File: src/rtl/seg_pkg.sv
// Shared constants for the seven-segment display path: hex glyph table,
// blank pattern and the all-anodes-off helper.
package seg_pkg;

  localparam int MAX_DIGITS = 32;

  localparam logic [6:0] SEG_BLANK = 7'h7F;

  // Active-low {g,f,e,d,c,b,a} glyphs for 0..F
  localparam logic [6:0] HEX_SEG [16] = '{
    7'h40, 7'h79, 7'h24, 7'h30, 7'h19, 7'h12, 7'h02, 7'h78,
    7'h00, 7'h10, 7'h08, 7'h03, 7'h46, 7'h21, 7'h06, 7'h0E
  };

  function automatic logic [MAX_DIGITS-1:0] an_off();
    return {MAX_DIGITS{1'b1}};
  endfunction

endpackage

File: src/rtl/hex7seg.sv
// Combinational 4-bit to active-low seven-segment decoder.
module hex7seg
  import seg_pkg::*;
(
  input  logic [3:0] hex,
  output logic [6:0] seg
);

  assign seg = HEX_SEG[hex];

endmodule

File: src/rtl/seg_scan_adder.sv
// Registered adder driving a multiplexed hex seven-segment display.
// Optional macro LEADING_ZERO_BLANK_EN blanks leading zero digits (k>0).
module seg_scan_adder
  import seg_pkg::*;
#(
  parameter int WIDTH       = 8,
  parameter int DIGITS      = 4,
  parameter int REFRESH_DIV = 100000
) (
  input  logic                      clk,
  input  logic                      rst_n,
  input  logic [WIDTH-1:0]          a,
  input  logic [WIDTH-1:0]          b,
  input  logic                      load,
  input  logic                      auto_scan,
  input  logic [$clog2(DIGITS)-1:0] sel,
  output logic [6:0]                seg,
  output logic                      dp,
  output logic [DIGITS-1:0]         an
);

  localparam int SW = $clog2(DIGITS);
  localparam int PW = $clog2(REFRESH_DIV);
  localparam int NW = DIGITS * 4;
  localparam logic [PW-1:0]     PRESC_LAST = PW'(REFRESH_DIV - 1);
  localparam logic [SW-1:0]     SCAN_LAST  = SW'(DIGITS - 1);
  localparam logic [DIGITS-1:0] AN_OFF     = DIGITS'(an_off());

  if (DIGITS * 4 < WIDTH) begin : g_bad_width
    $error("seg_scan_adder: DIGITS*4 must be >= WIDTH");
  end
  if (DIGITS < 2 || DIGITS > MAX_DIGITS) begin : g_bad_digits
    $error("seg_scan_adder: DIGITS out of range");
  end
  if (REFRESH_DIV < 2) begin : g_bad_div
    $error("seg_scan_adder: REFRESH_DIV must be >= 2");
  end

  logic [WIDTH:0]      sum_r;
  logic [PW-1:0]       presc_r;
  logic [SW-1:0]       scan_r;
  logic [6:0]          seg_r;
  logic                dp_r;
  logic [DIGITS-1:0]   an_r;

  logic [NW-1:0]       digits_s;
  logic [SW-1:0]       idx_s;
  logic                idx_ok_s;
  logic [3:0]          nibble_s;
  logic                blank_s;
  logic [6:0]          dec_s;

  assign digits_s = NW'(sum_r[WIDTH-1:0]);

  // Sum capture
  always_ff @(posedge clk) begin
    if (!rst_n) begin
      sum_r <= '0;
    end else if (load) begin
      sum_r <= {1'b0, a} + {1'b0, b};
    end else begin
      sum_r <= sum_r;
    end
  end

  // Refresh prescaler and scan index; they keep running in manual mode
  always_ff @(posedge clk) begin
    if (!rst_n) begin
      presc_r <= '0;
      scan_r  <= '0;
    end else if (presc_r == PRESC_LAST) begin
      presc_r <= '0;
      scan_r  <= (scan_r == SCAN_LAST) ? '0 : scan_r + 1'b1;
    end else begin
      presc_r <= presc_r + 1'b1;
      scan_r  <= scan_r;
    end
  end

  // Active digit selection, nibble extraction and optional blanking
  always_comb begin
    idx_s    = scan_r;
    idx_ok_s = 1'b1;
    if (auto_scan) begin
      idx_s    = scan_r;
      idx_ok_s = 1'b1;
    end else begin
      idx_s    = sel;
      idx_ok_s = ({1'b0, sel} < (SW+1)'(DIGITS));
    end
    nibble_s = digits_s[4*int'(idx_s) +: 4];
`ifdef LEADING_ZERO_BLANK_EN
    blank_s  = (idx_s != '0) && ((digits_s >> (4*int'(idx_s))) == '0);
`else
    blank_s  = 1'b0;
`endif
  end

  hex7seg u_hex7seg (
    .hex (nibble_s),
    .seg (dec_s)
  );

  // Display output registers
  always_ff @(posedge clk) begin
    if (!rst_n) begin
      seg_r <= SEG_BLANK;
      dp_r  <= 1'b1;
      an_r  <= AN_OFF;
    end else if (idx_ok_s) begin
      seg_r <= blank_s ? SEG_BLANK : dec_s;
      dp_r  <= ~((idx_s == '0) && sum_r[WIDTH]);
      an_r  <= ~(DIGITS'(1) << idx_s);
    end else begin
      seg_r <= SEG_BLANK;
      dp_r  <= 1'b1;
      an_r  <= AN_OFF;
    end
  end

  assign seg = seg_r;
  assign dp  = dp_r;
  assign an  = an_r;

endmodule

File: config.mk
export PLATFORM = sky130hd
export DESIGN_NAME = seg_scan_adder
export DESIGN_NICKNAME = d
export VERILOG_FILES = /design/src/rtl/seg_pkg.sv /design/src/rtl/hex7seg.sv /design/src/rtl/seg_scan_adder.sv
export SDC_FILE = /design/constraint.sdc
export NUM_CORES = 1
export LEC_CHECK = 0
export CAP_MARGIN = 0
export CORE_ASPECT_RATIO = 2
export CORE_MARGIN = 4
export CORE_UTILIZATION = 40
export DETAILED_ROUTE_END_ITERATION = 16
export HOLD_SLACK_MARGIN = 0.03
export SLEW_MARGIN = 20
export SYNTH_ARGS = -nofsm -noshare
export SYNTH_HDL_FRONTEND = slang
export SYNTH_SLANG_ARGS = --single-unit
File: constraint.sdc
create_clock -name clk -period 3.1 [get_ports clk]
set_clock_uncertainty 0.05 [all_clocks]
set_input_delay 0.465 -clock clk [delete_from_list [all_inputs] [get_ports clk]]
set_output_delay 0.465 -clock clk [all_outputs]
set_load 0.05 [all_outputs]
==> flow_metrics.tcl <==
set metrics [dict create \
    grt_first_pass_wirelength_mm 9.23 \
    synth_top_family_by_area "simple AND/OR/NAND/NOR gates" \
    antenna_found_initial 0 \
    cts_buffers 5 \
    drt_first_iter_violations 113 \
    cp-end-kind "flop" \
    synth_flop_cell "dfxtp_1" \
    synthArstFlopShare 0 \
    dieArea_mm2 0.00712 \
    cts_tree "done" \
    ys_seq_elements 40 \
    crit_arrival_ns 2.71 \
    p_leak_nw 1.04 \
    num_antenna_cells 0 \
    core-area_mm2 0.00552 \
    chipWidth_um 61.7 \
    rows 38 \
    synth_compound_area_frac 0.178 \
    die_h_um 115 \
    synth_top_area_cell "dfxtp_1" \
    h-tree-depth 2 \
    maxCapViolCount 0 \
    rr_endpoint "seg[3]$_SDFF_PN1_" \
    hpwl_mm 4.59 \
    fmax_ghz 0.385 \
    setup_viol 0 \
    drive_above_1_share 0.0751 \
    synth.mux.area_fraction 0.0683 \
    clockBufferDepth 2 \
    r2r_start "scan_r[0]$_SDFFE_PN0N_" \
    yosys_warnings 0 \
    regArea_um2 801 \
    whs_path_depth 1 \
    p_per_area_mw_per_mm2 438 \
    wl_per_cell_um 16.1 \
    worstSetupPathType "primary input to flop" \
    ir_drop_v 0.000292 \
    reg2reg_slack_ns 0.98 \
    netlist_instances 260 \
    synthTopCellsByArea "dfxtp_1 35%, ha_1 8.7%, nor2_1 3.9%" \
    synth.distinct_cells 55 \
    vias 2041 \
    wl_mm 5.68 \
    cts_sinks 40 \
    drtAntennaViolNets 0 \
    hp-class "flop to flop" \
    grt_pass1_vias 2079 \
    cts-resized-gates 0 \
    nets 331 \
    tightest_slew_ns 0.663 \
    syn-cell-area_mm2 0.00231 \
    required_ns 3.22 \
    synthAdderAreaFrac 0.0954 \
    grt_overflow_total 0 \
    synth_top_area_share 0.347 \
    post-cts-setup-buffer-count 0 \
    synth_simple_gate_area_frac 0.225 \
    postCtsHoldBufs 0 \
    portBuffers 33 \
    ys_seq_area_frac 0.347 \
    syn-num-nets 299 \
    synth.avg_cell_area_um2 8.87 \
    total_power_mw 1.22 \
    grt_usage 0.173 \
    multi_input_area_mm2 0.00141 \
    cts_root_buf "clkbuf_8" \
    via_per_inst 5.78 \
    filler_cell_count 556 \
    synthToLayoutAreaGrowth_pct 20.4 \
    synth_xor_area_frac 0.0456 \
    fin_crit_ns 2.60 \
    routabilityCongestion 0.940 \
    min_from "sum_r[8]$_SDFFE_PN0P_" \
    path_max_fanout 14 \
    route.detailed.drc 0 \
    rsz0062_at_grt "false" \
    r2r_cells 9 \
    clk_pin_slew_ns 0.07 \
    startpoint_type "primary input" \
    clk_latency_ns 0.28 \
    timing.final.crit_share 0.838 \
    initial_core_util 0.418 \
    synth-edff-count 0 \
    maxSlewHeadroom 0.557 \
    final.setup.tns_ns 0 \
    slew_violations 0 \
    io-pin-count 34 \
    worst_hold_path.endpoint "dp$_SDFF_PN1_" \
    grt_max_degree 19 \
    status "complete, no violations" \
    finalHoldViolations 0 \
    drt_first_pass_iters 4 \
]
-- worst max-delay path by stage --
stage / to / slack, ns / start / cells past startpoint
finish: seg[3]$_SDFF_PN1_ / 0.50 / auto_scan / 10
CTS: seg[3]$_SDFF_PN1_ / 0.52 / auto_scan / 9
floorplan: seg[3]$_SDFF_PN1_ / 0.67 / auto_scan / 10
global route: seg[1]$_SDFF_PN1_ / 0.35 / auto_scan / 7
detailed placement: seg[3]$_SDFF_PN1_ / 0.21 / auto_scan / 9
global placement: seg[1]$_SDFF_PN1_ / 0.28 / auto_scan / 8
-- synthesized netlist by cell type (all sizes together) (2+ instances only) --
master    n
mux2i     9
o31ai     2
a21o      4
nor2     24
o2111a    2
nor4bb    2
nor3b     6
ha       16
nor3      7
a211oi    5
clkbuf    8
nand3b    2
nor2b     2
a21oi    12
o21ai     9
a22oi     2
or4       3
nand2    19
xnor2    10
xor2      2
nand4     4
dfxtp    40
nand3    13
nor4      2
inv      11
or3       6
a2111oi   2
o2111ai   2
a311oi    2
buf       4
nand2b    3
o311ai    2
and3      2
o21a      4
mux2      5
o221ai    2
-- routing by layer --
metal,vias to the layer above,routed length [um],GRT usage
met3,18,174,0.0213
li1,1019,-,-
met1,956,1890,0.149
met5,-,0,0
met2,48,3360,0.347
met4,0,259,0.0935
-- flip-flops by register name (all words and copies together), names as in the netlist --
signal   count
an           4
dp           1
presc_r     17
scan_r       2
seg          7
sum_r        9
-- critical path: stages --
cell	delay (ns)
clkdlybuf4s50_1	0.61
mux2_4	0.42
nand2_1	0.10
a21o_1	0.20
inv_1	0.08
ha_1	0.25
nand2b_1	0.10
mux2i_1	0.07
a311oi_1	0.29
a22oi_1	0.13
-- where the power goes --
part	switching [mW]	internal [mW]
sequential	0.0244	0.543
combinational	0.168	0.129
clock	0.172	0.182
-- logic make-up after synthesis --
| family | after synthesis |
|---|---|
| and+or+nand+nor | 97 |
| adders and majority gates | 17 |
| AOI/OAI and AO/OA | 57 |
| xor gates and xnor gates | 12 |
| buffers and inverters | 23 |
| muxes | 14 |
| DFF | 40 |
-- layout by cell type, fill, tap and decap left out, types with 5 or more instances in the layout --
cell and n:
a211oi_1 5, xnor2_1 10, ha_1 16, nand2_1 19, a21oi_1 12, o21ai_0 6, nor2_1 24, clkdlybuf4s50_1 33
dfxtp_1 40, or3_1 6, nor3_1 7, nand3_1 11, nor3b_1 6, mux2i_1 8, inv_1 11, clkbuf_8 6
-- cell type report --
type	instances	area share
Sequential cell	40	0.288
Tap cell	60	0.0270
Inverter	11	0.0149
Multi-Input combinational cell	197	0.508
Timing Repair Buffer	37	0.130
Clock buffer	8	0.0324
-- per-stage QoR --
| step | util | instance area [um2] | cells | setup WS [ns] | hold WS [ns] |
|---|---|---|---|---|---|
| detailed placement | 0.488 | 2690 | 345 | 0.212 | 0.342 |
| CTS | 0.504 | 2780 | 353 | 0.522 | 0.362 |
| global route | 0.504 | 2780 | 353 | 0.347 | 0.375 |
| finish | 0.504 | 2780 | 353 | 0.503 | 0.365 |
| floorplan | - | 2310 | 260 | 0.666 | 0.318 |
| global placement | 0.488 | 2690 | 345 | 0.281 | 0.340 |
Note: power is estimated with default switching activity, not from simulation.
==> edit (same settings) <==
The option `LEADING_ZERO_BLANK_EN` is turned on by a define.
--- a/src/rtl/seg_scan_adder.sv
+++ b/src/rtl/seg_scan_adder.sv
@@ -1,5 +1,7 @@
 // Registered adder driving a multiplexed hex seven-segment display.
 // Optional macro LEADING_ZERO_BLANK_EN blanks leading zero digits (k>0).
+`define LEADING_ZERO_BLANK_EN
+
 module seg_scan_adder
   import seg_pkg::*;
 #(
Behaviour: not the same (Yosys sat finds a counterexample within 4 cycles, from zero or initial values and one cycle with rst_n low).
==> edit against the unedited design <==
Wire length fell by 18%; via count is 11% lower; utilization up 0.46 points; final area shrank 4.3%; total power increased by 2.1%; setup slack improved by 0.012 ns; die area decreased by 5.0%; register-to-register slack got worse by 0.06 ns; critical path depth fell by 2; non-clock buffer count stayed put; sequential cell count unchanged; synthesized area down 5.6%.
==> edit: results (changes against the unedited design) <==
metric,value,unit,change
outcome,"finished, final reports clean",,
combinational fraction of design power,0.212,,-0.032
synth unique cells,53,,-3.6%
Post-Synth XOR/XNOR Area,0.0724,,+0.0268
register area share after synthesis,0.368,,+0.0205
"Cell Area, Placed",2550,um^2,-5.1%
WL/cell,14.0,um,-13%
Compound-Gate Fraction of Synth Area,0.156,,-0.0222
first-pass GRT wire length,7.83,mm,-15%
commonest cells in the netlist,"dfxtp_1, nor2_1, nand2_1, ha_1, nand3_1",,
DP HPWL,3.70,mm,-19%
Static Leakage,1.06,nW,+1.3%
Slew headroom,0.639,,+0.0824
First DRT Iteration DRCs,51,,-55%
largest net degree at the start of global routing,18,,-1
worst hold path startpoint,sum_r[8]$_SDFFE_PN0P_,,
share of cells above drive strength 1,0.0909,,+0.0158
internal cell power,0.000897,W,+5.1%
Yosys top cell area share,0.368,,+0.0205
Max Clk Rate,387,MHz,+0.47%
critical path arrival,2.68,ns,-0.03 ns
initial antenna violation count,0,,unchanged
worst r2r path cells,7,,-2
RR Endpoint,seg[5]$_SDFF_PP1_,,
sequential share of power,0.449,,-0.017
Final Wtd Congestion,0.797,,-15%
adder-cell share of the synthesized area,0.101,,+0.00565
final wirelength,4.65,mm,-18%
clk_lat worst skew,0.29,ns,
mux cell area share after synthesis,0.0368,,-0.0316
final layout net count,313,,-5.4%
Fillers,505,,-9.2%
Hold Slack,0.394,ns,+0.0285 ns
reg2reg setup slack,0.92,ns,-0.06 ns
dpl ws,0.221,ns,+0.00831 ns
Synth area leaders,"dfxtp_1, ha_1, nor2_1, xor2_1, mux2i_1",,
CP top delay family,buffers and inverters,,
switching share of power,0.280,,-0.0200
Avg Inst Size Synth,9.15,um^2,+3.1%
post-synth net total,277,,-7.4%
Tot GR Track Use,0.152,,-0.0213
via count,1807,,-11%
placed insts,325,,-5.8%
CTS max path bufs,2,,unchanged
Peak VDD IR,0.332,mV,+14%
Worst Path Max Fanout,7,,-7
root buffer cell,clkbuf_8,,
Critical path origin,auto_scan,,
edit: cell count changes after synthesis, moves of 3 or more:
cell | before | now
a211oi_1 | 5 | 2
clkbuf_1 | 8 | 2
inv_1 | 11 | 7
mux2_2 | 3 | 0
nand4b_1 | 0 | 3
nor2_1 | 24 | 28
nor3b_1 | 6 | 3
o21a_1 | 4 | 0
o221ai_1 | 1 | 5
or3_1 | 6 | 2
xor2_1 | 2 | 10
edit: cell type report:
class / instances / area, um^2 / area share
Clock buffer: 6 / 72.6 / 0.0273
Clock inverter: 2 / 35.0 / 0.0132
Inverter: 8 / 30.0 / 0.0113
Tap cell: 58 / 72.6 / 0.0273
Timing Repair Buffer: 37 / 360 / 0.135
Sequential cell: 40 / 801 / 0.301
Multi-Input combinational cell: 182 / 1290 / 0.484
edit: metal layers:
metal / track usage / wire length, um
met4: 0.0962 / 193
met5: 0 / 0
met2: 0.297 / 2750
met1: 0.129 / 1580
met3: 0.0230 / 125
